==> src/rtl/cnc_lbus_pkg.sv <==
// rtl/cnc_lbus_pkg.sv - shared CNC local-bus types, word indices and status bit layout
package cnc_lbus_pkg;

    typedef enum logic [1:0] {
        IDLE  = 2'd0,
        WAIT  = 2'd1,
        DRIVE = 2'd2,
        TURN  = 2'd3
    } lbus_state_t;

    localparam logic [2:0] W_ID   = 3'd0;
    localparam logic [2:0] W_RATE = 3'd1;
    localparam logic [2:0] W_STAT = 3'd2;
    localparam logic [2:0] W_POS  = 3'd3;
    localparam logic [2:0] W_OVF  = 3'd4;

    localparam int STAT_ST_CLK = 0;
    localparam int STAT_ST_ENB = 1;
    localparam int STAT_ST_DIS = 2;
    localparam int STAT_ST_DIR = 3;
    localparam int STAT_SP_BRK = 4;
    localparam int STAT_SP_DIS = 5;
    localparam int STAT_SP_DIR = 6;

    function automatic logic [31:0] pack_status(
        input logic st_clk, input logic st_enb, input logic st_dis, input logic st_dir,
        input logic sp_brk, input logic sp_dis, input logic sp_dir);
        logic [31:0] w;
        w = '0;
        w[STAT_ST_CLK] = st_clk;
        w[STAT_ST_ENB] = st_enb;
        w[STAT_ST_DIS] = st_dis;
        w[STAT_ST_DIR] = st_dir;
        w[STAT_SP_BRK] = sp_brk;
        w[STAT_SP_DIS] = sp_dis;
        w[STAT_SP_DIR] = sp_dir;
        return w;
    endfunction

endpackage

==> src/rtl/cnc_lbus_if.sv <==
// rtl/cnc_lbus_if.sv - 5i20 local bus read-side signals with host (master) and responder (slave) views
interface cnc_lbus_if;
    logic        ADS_n;
    logic        LRD_n;
    logic        BLAST_n;
    logic [31:0] LAD_in;
    logic [31:0] LAD_out;
    logic        LAD_oe;
    logic        READY_n;

    modport slave (
        input  ADS_n, LRD_n, BLAST_n, LAD_in,
        output LAD_out, LAD_oe, READY_n
    );

    modport master (
        output ADS_n, LRD_n, BLAST_n, LAD_in,
        input  LAD_out, LAD_oe, READY_n
    );
endinterface

==> src/rtl/cnc_step_position.sv <==
// rtl/cnc_step_position.sv - signed step position counter with overflow flag; CNC_POS_SNAPSHOT_EN adds a snapshot register
module cnc_step_position (
    input  logic        LClk,
    input  logic        rst,
    input  logic        i_st_clk,
    input  logic        i_st_enb,
    input  logic        i_st_dir,
    input  logic        i_pos_clr,
    input  logic        i_ovf_clr,
`ifdef CNC_POS_SNAPSHOT_EN
    input  logic        i_snap,
`endif
    output logic [31:0] o_pos_rd,
    output logic        o_ovf
);

    logic        r_st_clk_d;
    logic [31:0] r_pos;
    logic        r_ovf;
    logic        w_step;
    logic        w_wrap;
    logic [31:0] w_pos_nxt;

    // A clear in the same cycle suppresses the step, so it can never raise ovf.
    assign w_step    = i_st_clk && !r_st_clk_d && i_st_enb && !i_pos_clr;
    assign w_pos_nxt = i_st_dir ? (r_pos + 32'd1) : (r_pos - 32'd1);
    assign w_wrap    = i_st_dir ? (r_pos == 32'h7FFF_FFFF) : (r_pos == 32'h8000_0000);

    always_ff @(posedge LClk) begin
        if (!rst) begin
            r_st_clk_d <= 1'b0;
            r_pos      <= '0;
            r_ovf      <= 1'b0;
        end else begin
            r_st_clk_d <= i_st_clk;
            if (i_pos_clr) begin
                r_pos <= '0;
            end else if (w_step) begin
                r_pos <= w_pos_nxt;
            end
            if (w_step && w_wrap) begin
                r_ovf <= 1'b1;
            end else if (i_ovf_clr) begin
                r_ovf <= 1'b0;
            end
        end
    end

    assign o_ovf = r_ovf;

`ifdef CNC_POS_SNAPSHOT_EN
    logic [31:0] r_snap;

    always_ff @(posedge LClk) begin
        if (!rst) begin
            r_snap <= '0;
        end else if (i_snap) begin
            r_snap <= r_pos;
        end
    end

    assign o_pos_rd = r_snap;
`else
    assign o_pos_rd = r_pos;
`endif

endmodule

==> src/rtl/cnc_lbus_readback.sv <==
// rtl/cnc_lbus_readback.sv - CNC local-bus read responder: wait-state FSM, read mux, position counter; CNC_POS_SNAPSHOT_EN selects snapshot readback
module cnc_lbus_readback
    import cnc_lbus_pkg::*;
#(
    parameter int unsigned WAIT_STATES = 1,
    parameter logic [31:0] ID_WORD     = 32'h5C1C_0001
) (
    input  logic        LClk,
    input  logic        rst,
    cnc_lbus_if.slave   bus,
    input  logic        st_clk,
    input  logic        st_dir,
    input  logic        st_enb,
    input  logic        st_dis,
    input  logic        sp_brk,
    input  logic        sp_dis,
    input  logic        sp_dir,
    input  logic [31:0] cnt_val,
    input  logic        pos_clr
);

    localparam bit         NO_WAIT = (WAIT_STATES == 0);
    // WAIT lasts exactly WAIT_STATES cycles, so the counter is loaded one short.
    localparam logic [2:0] WS_LOAD = (WAIT_STATES == 0) ? 3'd0 : 3'(WAIT_STATES - 1);

    lbus_state_t r_state;
    logic [2:0]  r_widx;
    logic [2:0]  r_wcnt;
    logic [31:0] r_lad;
    logic        r_oe;
    logic        r_ready_n;

    logic        w_enter_drive;
    logic [2:0]  w_rd_idx;
    logic [31:0] w_word;
    logic [31:0] w_pos_rd;
    logic        w_ovf;
    logic        w_ovf_clr;
    logic        w_unused_lad;

    assign w_unused_lad = ^{bus.LAD_in[31:5], bus.LAD_in[1:0]};

    // Data is captured on the edge that enters DRIVE so every output stays registered.
    always_comb begin
        w_enter_drive = 1'b0;
        w_rd_idx      = r_widx;
        if (bus.ADS_n) begin
            case (r_state)
                IDLE:  w_enter_drive = !bus.LRD_n && NO_WAIT;
                WAIT:  w_enter_drive = !bus.LRD_n && (r_wcnt == 3'd0);
                DRIVE: begin
                    w_enter_drive = bus.BLAST_n && NO_WAIT;
                    w_rd_idx      = r_widx + 3'd1;
                end
                default: w_enter_drive = 1'b0;
            endcase
        end
    end

    always_comb begin
        w_word = '0;
        case (w_rd_idx)
            W_ID:    w_word = ID_WORD;
            W_RATE:  w_word = cnt_val;
            W_STAT:  w_word = pack_status(st_clk, st_enb, st_dis, st_dir, sp_brk, sp_dis, sp_dir);
            W_POS:   w_word = w_pos_rd;
            W_OVF:   w_word = {31'b0, w_ovf};
            default: w_word = '0;
        endcase
    end

    assign w_ovf_clr = w_enter_drive && (w_rd_idx == W_OVF);

    always_ff @(posedge LClk) begin
        if (!rst) begin
            r_state   <= IDLE;
            r_widx    <= '0;
            r_wcnt    <= '0;
            r_lad     <= '0;
            r_oe      <= 1'b0;
            r_ready_n <= 1'b1;
        end else begin
            r_oe      <= 1'b0;
            r_ready_n <= 1'b1;
            if (!bus.ADS_n) begin
                r_widx  <= bus.LAD_in[4:2];
                r_state <= IDLE;
            end else begin
                case (r_state)
                    IDLE: begin
                        if (!bus.LRD_n) begin
                            r_state <= NO_WAIT ? DRIVE : WAIT;
                            r_wcnt  <= WS_LOAD;
                        end
                    end
                    WAIT: begin
                        if (bus.LRD_n) begin
                            r_state <= IDLE;
                        end else if (r_wcnt == 3'd0) begin
                            r_state <= DRIVE;
                        end else begin
                            r_wcnt <= r_wcnt - 3'd1;
                        end
                    end
                    DRIVE: begin
                        if (!bus.BLAST_n) begin
                            r_state <= TURN;
                        end else begin
                            r_widx  <= r_widx + 3'd1;
                            r_state <= NO_WAIT ? DRIVE : WAIT;
                            r_wcnt  <= WS_LOAD;
                        end
                    end
                    default: r_state <= IDLE;
                endcase
            end
            if (w_enter_drive) begin
                r_lad     <= w_word;
                r_oe      <= 1'b1;
                r_ready_n <= 1'b0;
            end
        end
    end

    assign bus.LAD_out = r_lad;
    assign bus.LAD_oe  = r_oe;
    assign bus.READY_n = r_ready_n;

`ifdef CNC_POS_SNAPSHOT_EN
    logic w_snap_req;
    assign w_snap_req = w_enter_drive && (w_rd_idx == W_STAT);
`endif

    cnc_step_position u_pos (
        .LClk      (LClk),
        .rst       (rst),
        .i_st_clk  (st_clk),
        .i_st_enb  (st_enb),
        .i_st_dir  (st_dir),
        .i_pos_clr (pos_clr),
        .i_ovf_clr (w_ovf_clr),
`ifdef CNC_POS_SNAPSHOT_EN
        .i_snap    (w_snap_req),
`endif
        .o_pos_rd  (w_pos_rd),
        .o_ovf     (w_ovf)
    );

endmodule

==> src/flat_wrapper.sv <==
// flat-port wrapper written by rule: the top's interface ports become plain ports
module cnc_lbus_readback_flat import cnc_lbus_pkg::*;
#(
    parameter int unsigned WAIT_STATES = 1,
    parameter logic [31:0] ID_WORD     = 32'h5C1C_0001
)
  (LClk, rst, st_clk, st_dir, st_enb, st_dis, sp_brk, sp_dis, sp_dir, cnt_val, pos_clr, bus_ADS_n, bus_LRD_n, bus_BLAST_n, bus_LAD_in, bus_LAD_out, bus_LAD_oe, bus_READY_n);
  cnc_lbus_if bus_i ();
  input  logic LClk;
  input  logic rst;
  input  logic st_clk;
  input  logic st_dir;
  input  logic st_enb;
  input  logic st_dis;
  input  logic sp_brk;
  input  logic sp_dis;
  input  logic sp_dir;
  input  logic [31:0] cnt_val;
  input  logic pos_clr;
  input wire logic [$bits(bus_i.ADS_n)-1:0] bus_ADS_n;
  input wire logic [$bits(bus_i.LRD_n)-1:0] bus_LRD_n;
  input wire logic [$bits(bus_i.BLAST_n)-1:0] bus_BLAST_n;
  input wire logic [$bits(bus_i.LAD_in)-1:0] bus_LAD_in;
  output wire logic [$bits(bus_i.LAD_out)-1:0] bus_LAD_out;
  output wire logic [$bits(bus_i.LAD_oe)-1:0] bus_LAD_oe;
  output wire logic [$bits(bus_i.READY_n)-1:0] bus_READY_n;
  assign bus_i.ADS_n = bus_ADS_n;
  assign bus_i.LRD_n = bus_LRD_n;
  assign bus_i.BLAST_n = bus_BLAST_n;
  assign bus_i.LAD_in = bus_LAD_in;
  assign bus_LAD_out = bus_i.LAD_out;
  assign bus_LAD_oe = bus_i.LAD_oe;
  assign bus_READY_n = bus_i.READY_n;
  cnc_lbus_readback #(.WAIT_STATES(WAIT_STATES), .ID_WORD(ID_WORD)) u_core (.LClk(LClk), .rst(rst), .bus(bus_i), .st_clk(st_clk), .st_dir(st_dir), .st_enb(st_enb), .st_dis(st_dis), .sp_brk(sp_brk), .sp_dis(sp_dis), .sp_dir(sp_dir), .cnt_val(cnt_val), .pos_clr(pos_clr));
endmodule
==> config.mk <==
export PLATFORM = sky130hd
export DESIGN_NAME = cnc_lbus_readback_flat
export DESIGN_NICKNAME = d
export VERILOG_FILES = /design/src/rtl/cnc_lbus_pkg.sv /design/src/rtl/cnc_lbus_if.sv /design/src/rtl/cnc_step_position.sv /design/src/rtl/cnc_lbus_readback.sv /design/src/flat_wrapper.sv
export SDC_FILE = /design/constraint.sdc
export NUM_CORES = 1
export LEC_CHECK = 0
export BUFFER_PORTS_ARGS = -buffer_cell sky130_fd_sc_hd__buf_4
export CORE_UTILIZATION = 50
export CTS_CLUSTER_DIAMETER = 120
export DETAILED_ROUTE_END_ITERATION = 6
export GPL_TIMING_DRIVEN = 0
export PLACE_DENSITY_LB_ADDON = 0.2
export SLEW_MARGIN = 40
export SYNTH_ARGS = -nofsm -noshare
export SYNTH_HDL_FRONTEND = slang
export SYNTH_SLANG_ARGS = --single-unit
==> constraint.sdc <==
create_clock -name LClk -period 2.5 [get_ports LClk]
set_input_delay 0 -clock LClk [delete_from_list [all_inputs] [get_ports LClk]]
set_output_delay 0 -clock LClk [all_outputs]
set_load 0.02 [all_outputs]
## Word level (Yosys, flattened, before mapping)

Index checks and enable logic that the tools add are counted.

- Flip-flop bits (word level): 76
- Input port bits: 77
- Logic and storage cells: 72

- Bitwise logic cells: 1
- Multiplexer cells: 24
- Equal/unequal tests: 15
- Add/subtract/negate cells: 4
- Reduce and logical (&&, ||, !) cells: 19

Operators with widths:

| cell | count |
|---|---|
| 32-bit case mux with 5 select lines | 1 |
| 32-bit by 1-bit adder with 32-bit output, second input constant | 1 |
| 32-bit by 31-bit equality test with 1-bit output, second input constant | 1 |
| 32-bit equality test, second input constant | 1 |
| 32-bit 2-to-1 mux | 1 |
| 32-bit by 1-bit subtractor with 32-bit output, second input constant | 1 |
| 3-bit 2-to-1 mux | 9 |
| 3-bit case mux with 3 select lines | 1 |
| 2-bit 2-to-1 mux | 4 |
| 2-bit inequality test, second input constant | 4 |
| 1-bit 2-to-1 mux | 7 |
| 3-bit by 2-bit equality test with 1-bit output, second input constant | 2 |
| 1-bit logical AND | 6 |
| 3-bit zero test | 2 |
| 2-bit case mux with 3 select lines | 1 |
| 2-bit AND reduction | 3 |
| 6-bit AND reduction | 1 |
| 2-bit by 1-bit inequality test with 1-bit output, second input constant | 2 |
| 3-bit by 1-bit adder with 3-bit output, second input constant | 1 |
| 3-bit by 1-bit equality test with 1-bit output, second input constant | 1 |
| 3-bit equality test, second input constant | 1 |
| 1-bit zero test | 3 |
| 3-bit by 2-bit inequality test with 1-bit output, second input constant | 1 |
| 3-bit nonzero test | 1 |
| other kinds (7) | 7 |

## Depth between registers and ports, before layout

- Depth after elaboration: 7
- Mapped depth: 11
- Gate-level depth less buffers: 10

## Cells and area by module

Synthesis repeated with hierarchy kept, for this count alone.

- Cells, all modules: 706
- Area, all modules: 5511.5 sq um

By module, submodules not included:

| module | cells each | area an instance (sq um) | instances |
|---|---|---|---|
| cnc_step_position | 400 | 3011.6 | 1 |
| cnc_lbus_readback | 306 | 2499.9 | 1 |

## Least setup slack after synthesis

Ideal clock, no wire load.

- Path type: input to register
- Start: input st_dir
- End: register u_core.u_pos.r_pos[29], in the netlist u_core.u_pos.o_pos_rd[29]
- Path slack: -0.128 ns
- Cell stages on the path: 10
- Data arrival time: 2.512 ns
- Library setup time: 0.117 ns
- Cell sequence: inv_1 > ha_1 > a21oi_2 > nor2_1 > o311a_4 > o31a_1 > a31oi_4 > o31ai_2 > xor2_1 > a22o_1

- Cells in the longest elaborated chain, start to end: 1

RTL lines:

| what | RTL line | text |
|---|---|---|
| from (decl) | flat_wrapper.sv:12 | `input logic st_dir;` |
| 32-bit 2-to-1 mux | cnc_step_position.sv:26 | `assign w_pos_nxt = i_st_dir ? (r_pos + 32'd1) : (r_pos - 32'd1);` |
| to (signal assigned) | cnc_step_position.sv:39 | `r_pos <= w_pos_nxt;` |
| to (decl) | cnc_step_position.sv:18 | `logic [31:0] r_pos;` |

No other way between the ends.
A chain may end at the register's enable or synchronous reset.

## Final worst setup path

- Start: register u_core.u_pos.r_pos[3], in the netlist u_core.u_pos.o_pos_rd[3]
- End: register u_core.u_pos.r_pos[29], in the netlist u_core.u_pos.o_pos_rd[29]

- Cells in the longest elaborated chain, start to end: 2
- Elaborated cells on any way between the ends: 3
- Classes of those cells: 2 x add/sub; 1 x mux

RTL lines:

| what | RTL line |
|---|---|
| 32-bit by 1-bit subtractor with 32-bit output or 32-bit by 1-bit adder with 32-bit output (tied branches) | cnc_step_position.sv:26 |
| 32-bit 2-to-1 mux * | cnc_step_position.sv:26 |

Mark *: on every way between the ends. The rest lies on a longest branch, timed or not.

==> run_results.csv <==
group,metric,value,unit
outcome,status,"complete, no violations",
pwr,ir_worst_vdd,0.3657,mV
yosys,synth_nets,718,
clock_network,clk_path_buf_depth,2,
clock_network,cts.clk_slew.worst_paths,0.08,ns
yosys,synth_warnings,0,
die,die_area,10110,um^2
cells_and_area,fill_cells,758,
critical_path,reg2reg_slack,0.04,ns
global_route,gr-usage-met1,36.96,%
global_route,antenna_found_initial,0,
place,port_buffers,81,
global_route,grt_pass1_vias,4878,
die,die_h,100.6,um
place,hpwlAfterDp,9970,um
yosys,netlist_instances,607,
global_route,grt_usage,28.84,%
sta,drv_slew,0,
yosys,synth-simple-area-share,18.39,%
yosys,synthXorXnorAreaFrac,5.229,%
yosys,synth_area_per_cell,8.002,um^2
critical_path,cp-start-kind,"register",
detailed_routing,drt_iter0_drc,386,
die,core,9328,um^2
detailed_routing,vias_per_cell,5.855,
yosys,async_flop_share,0,%
yosys,synth_edf_count,0,
die,initial_core_util,52.07,%
global_route,grt-ovfl-total,0,
yosys,yosysSeqAreaShare,31.32,%
yosys,synth_compound_area_share,31.84,%
clock_network,cts_sinks,76,
pwr,leakage,2.800,nW
critical_path,cp.required,2.75,ns
cells_and_area,post_route_cells_drive_above_1_share,21.09,%
sta,relSlewSlack,49.52,%
detailed_routing,drc_errors,0,
place,place_ws,-0.8034,ns
clock_network,htreeDepth,3,
sta,fin_crit,2.459,ns
clock_network,clk_latency,0.36,ns
sta,fin_crit_sh,98.36,%
yosys,ys_ff_latch,76,
detailed_routing,wl_per_cell,16.08,um
die,io_pins,111,
global_route,grt_max_degree,17,
critical_path,end_kind,"register",
cells_and_area,multi_input_area,3283,um^2
place,place.gp.congestion,0.9220,
sta,timing.fmax,406.7,MHz
job,max-cap-violations,0,
yosys,dominantRegCellSynth,"dfxtp_1",
sta,setup_violations,0,
clock_network,numCtsBuffers,9,
sta,rsz0062_at_grt,"yes",
critical_path,crit_arrival,2.71,ns
global_route,grt_pass1_wl,23250,um
detailed_routing,detail_route.wirelength,14200,um
detailed_routing,ant_nets,0,
yosys,syn_area,4857,um^2
detailed_routing,vias,5170,
cells_and_area,nets,860,
cells_and_area,syn2layout_area_growth,33.02,%
sta,final_hold_viol_count,0,
sta,clock_skew,0.01257,ns
yosys,synth_top_family_by_area,"compound AO/OA/AOI/OAI gates",
global_route,grt_util_met2,49.32,%
sta,tightest_slew,0.7571,ns
die,die_w,100.6,um
global_route,grt_use_met3,5.201,%
critical_path,crit_fanout,5,
cells_and_area,utilization,69.27,%
pwr,powerDensity,428.7,nW/um^2
critical_path,criticalPathCategory,"register to register",
cells_and_area,diodes,0,
die,num_rows,35,
cells_and_area,regArea,1530,um^2
sta,timing.final.ws_setup,0.04112,ns
yosys,yosys.area_share.adder,8.913,%
clock_network,root_buffer,"clkbuf_8",
yosys,synthDistinctLibCells,60,
hold_path,hold_path_class,"input pin to register",
clock_network,tritoncts,"done",
yosys,synth.mux.area_fraction,0.6698,%
detailed_routing,dr.pass1.iters,7,
global_route,top_usage_layer,"met2",
## final cells by class
| class | count | area share [%] |
|---|---|---|
| plain buffers | 32 | 2.033 |
| well taps | 129 | 2.498 |
| repair buffers | 131 | 16.73 |
| repair inverters | 1 | 0.1162 |
| clock inverters | 4 | 1.123 |
| flip-flops and latches | 76 | 23.68 |
| clock buffers | 12 | 2.246 |
| multi-input cells | 486 | 50.81 |
| inverters | 12 | 0.7552 |
## worst max-delay path: stages, from the launching register on
cell and delay, ns:
dfxtp_1 0.37, ha_2 0.32, a21oi_1 0.17, nor2b_1 0.08, o311a_4 0.33, o31a_1 0.34, a31oi_4 0.24, o31ai_2 0.11
xor2_1 0.16, a22o_1 0.23
## cell usage after synthesis (all sizes together), types with 4 or more instances
| cell | n | area, um^2 |
|---|---|---|
| a21oi | 66 | 334.1 |
| nand2 | 100 | 375.4 |
| a22o | 6 | 52.55 |
| nand2b | 5 | 31.28 |
| o21bai | 6 | 45.04 |
| or3 | 8 | 50.05 |
| xnor2 | 15 | 131.4 |
| buf | 9 | 41.29 |
| nand4 | 9 | 56.30 |
| and3 | 4 | 25.02 |
| o211a | 4 | 40.04 |
| a222oi | 6 | 60.06 |
| dfxtp | 76 | 1521 |
| a22oi | 26 | 195.2 |
| nor2b | 6 | 37.54 |
| o21ai | 52 | 264.0 |
| a31oi | 4 | 46.29 |
| a21o | 25 | 187.7 |
| a21boi | 5 | 37.54 |
| inv | 12 | 45.04 |
| ha | 33 | 412.9 |
| xor2 | 14 | 122.6 |
| nor3 | 4 | 20.02 |
| and2 | 4 | 25.03 |
| nand3 | 16 | 80.08 |
| clkbuf | 24 | 90.09 |
| nor2 | 26 | 97.59 |
| a211oi | 4 | 30.03 |
## what timing repair did
| action | in CTS | in global routing |
|---|---|---|
| hold buffers | 34 | 0 |
| pin swaps | 7 | 10 |
| hold endpoints to repair | 30 | 0 |
| buffers inserted | 5 | 11 |
| setup endpoints to repair | 18 | 40 |
| resized for setup | 16 | 23 |
| cloned | 1 | 0 |
## placed cells by master, fill, tap and decap left out, types with 4 or more instances in the layout
master | synthesis | routed
a22oi_1 | 26 | 26
dlygate4sd3_1 | 0 | 34
o21ai_1 | 1 | 5
nand4_1 | 9 | 9
a21oi_1 | 65 | 59
nand3_1 | 16 | 16
buf_4 | 0 | 96
nand2b_1 | 5 | 4
xor2_1 | 14 | 14
clkbuf_8 | 0 | 10
a21boi_0 | 4 | 4
nor2b_1 | 6 | 6
clkbuf_1 | 24 | 22
inv_1 | 12 | 11
buf_2 | 6 | 6
dfxtp_1 | 76 | 73
or3_1 | 8 | 8
nand2_1 | 100 | 100
a222oi_1 | 6 | 6
a21o_1 | 25 | 25
a21oi_2 | 1 | 6
nor2_1 | 26 | 26
a22o_1 | 6 | 6
ha_1 | 33 | 31
a211oi_1 | 4 | 4
xnor2_1 | 15 | 15
o21bai_1 | 6 | 6
and3_1 | 4 | 4
o211a_1 | 4 | 4
o21ai_0 | 50 | 45
## logic make-up (layout without fill, tap and decap cells)
family | Yosys count | in the layout
simple gates | 194 | 194
fa+ha+maj | 34 | 34
buf+inv | 45 | 192
xor+xnor | 29 | 29
mux | 3 | 3
compound gates | 226 | 226
flops | 76 | 76
## power breakdown
part | total (mW) | internal (mW) | switching, mW
combinational | 0.473 | 0.212 | 0.261
clock | 1.06 | 0.589 | 0.470
sequential | 1.24 | 1.22 | 0.0139
## through the flow
step           cells  setup TNS [ns]  total power [mW]  hold WS (ns)  instance area, um^2
6_report         883               0             2.770       0.02711                 6461
5_1_grt          883        -0.08599             2.881       0.02697                 6461
4_1_cts          873               0             2.760       0.01611                 6312
3_5_place_dp     817          -11.31             1.657        0.2287                 5630
3_3_place_gp     817          -10.10             1.648        0.2228                 5630
2_1_floorplan    607        -0.01831             1.518        0.1217                 4861
## metal layers
metal  vias up  part of all wire (%)
met3        35                   5.2
met4         0                   2.3
li1       2516                     -
met5         -                     0
met2       167                    48
met1      2452                    45
## state kept, by name, indices dropped and copies added (netlist names)
signal and flops:
u_core.u_pos.o_pos_rd 32, u_core.r_widx 3, u_core.bus.READY_n 1, u_core.u_pos.r_st_clk_d 1, u_core.bus.LAD_oe 1, u_core.u_pos.o_ovf 1, u_core.r_state 2, u_core.r_wcnt 3
u_core.bus.LAD_out 32
## final timing paths
check	startpoint	end	cells past startpoint
min	bus_BLAST_n	u_core.r_state[1]	3
max reg2reg	u_core.u_pos.o_pos_rd[3]	u_core.u_pos.o_pos_rd[29]	9
min reg2reg	u_core.bus.LAD_out[20]	u_core.bus.LAD_out[20]	1
max	u_core.u_pos.o_pos_rd[3]	u_core.u_pos.o_pos_rd[29]	9
No activity file was read; power rests on OpenSTA's default activity.
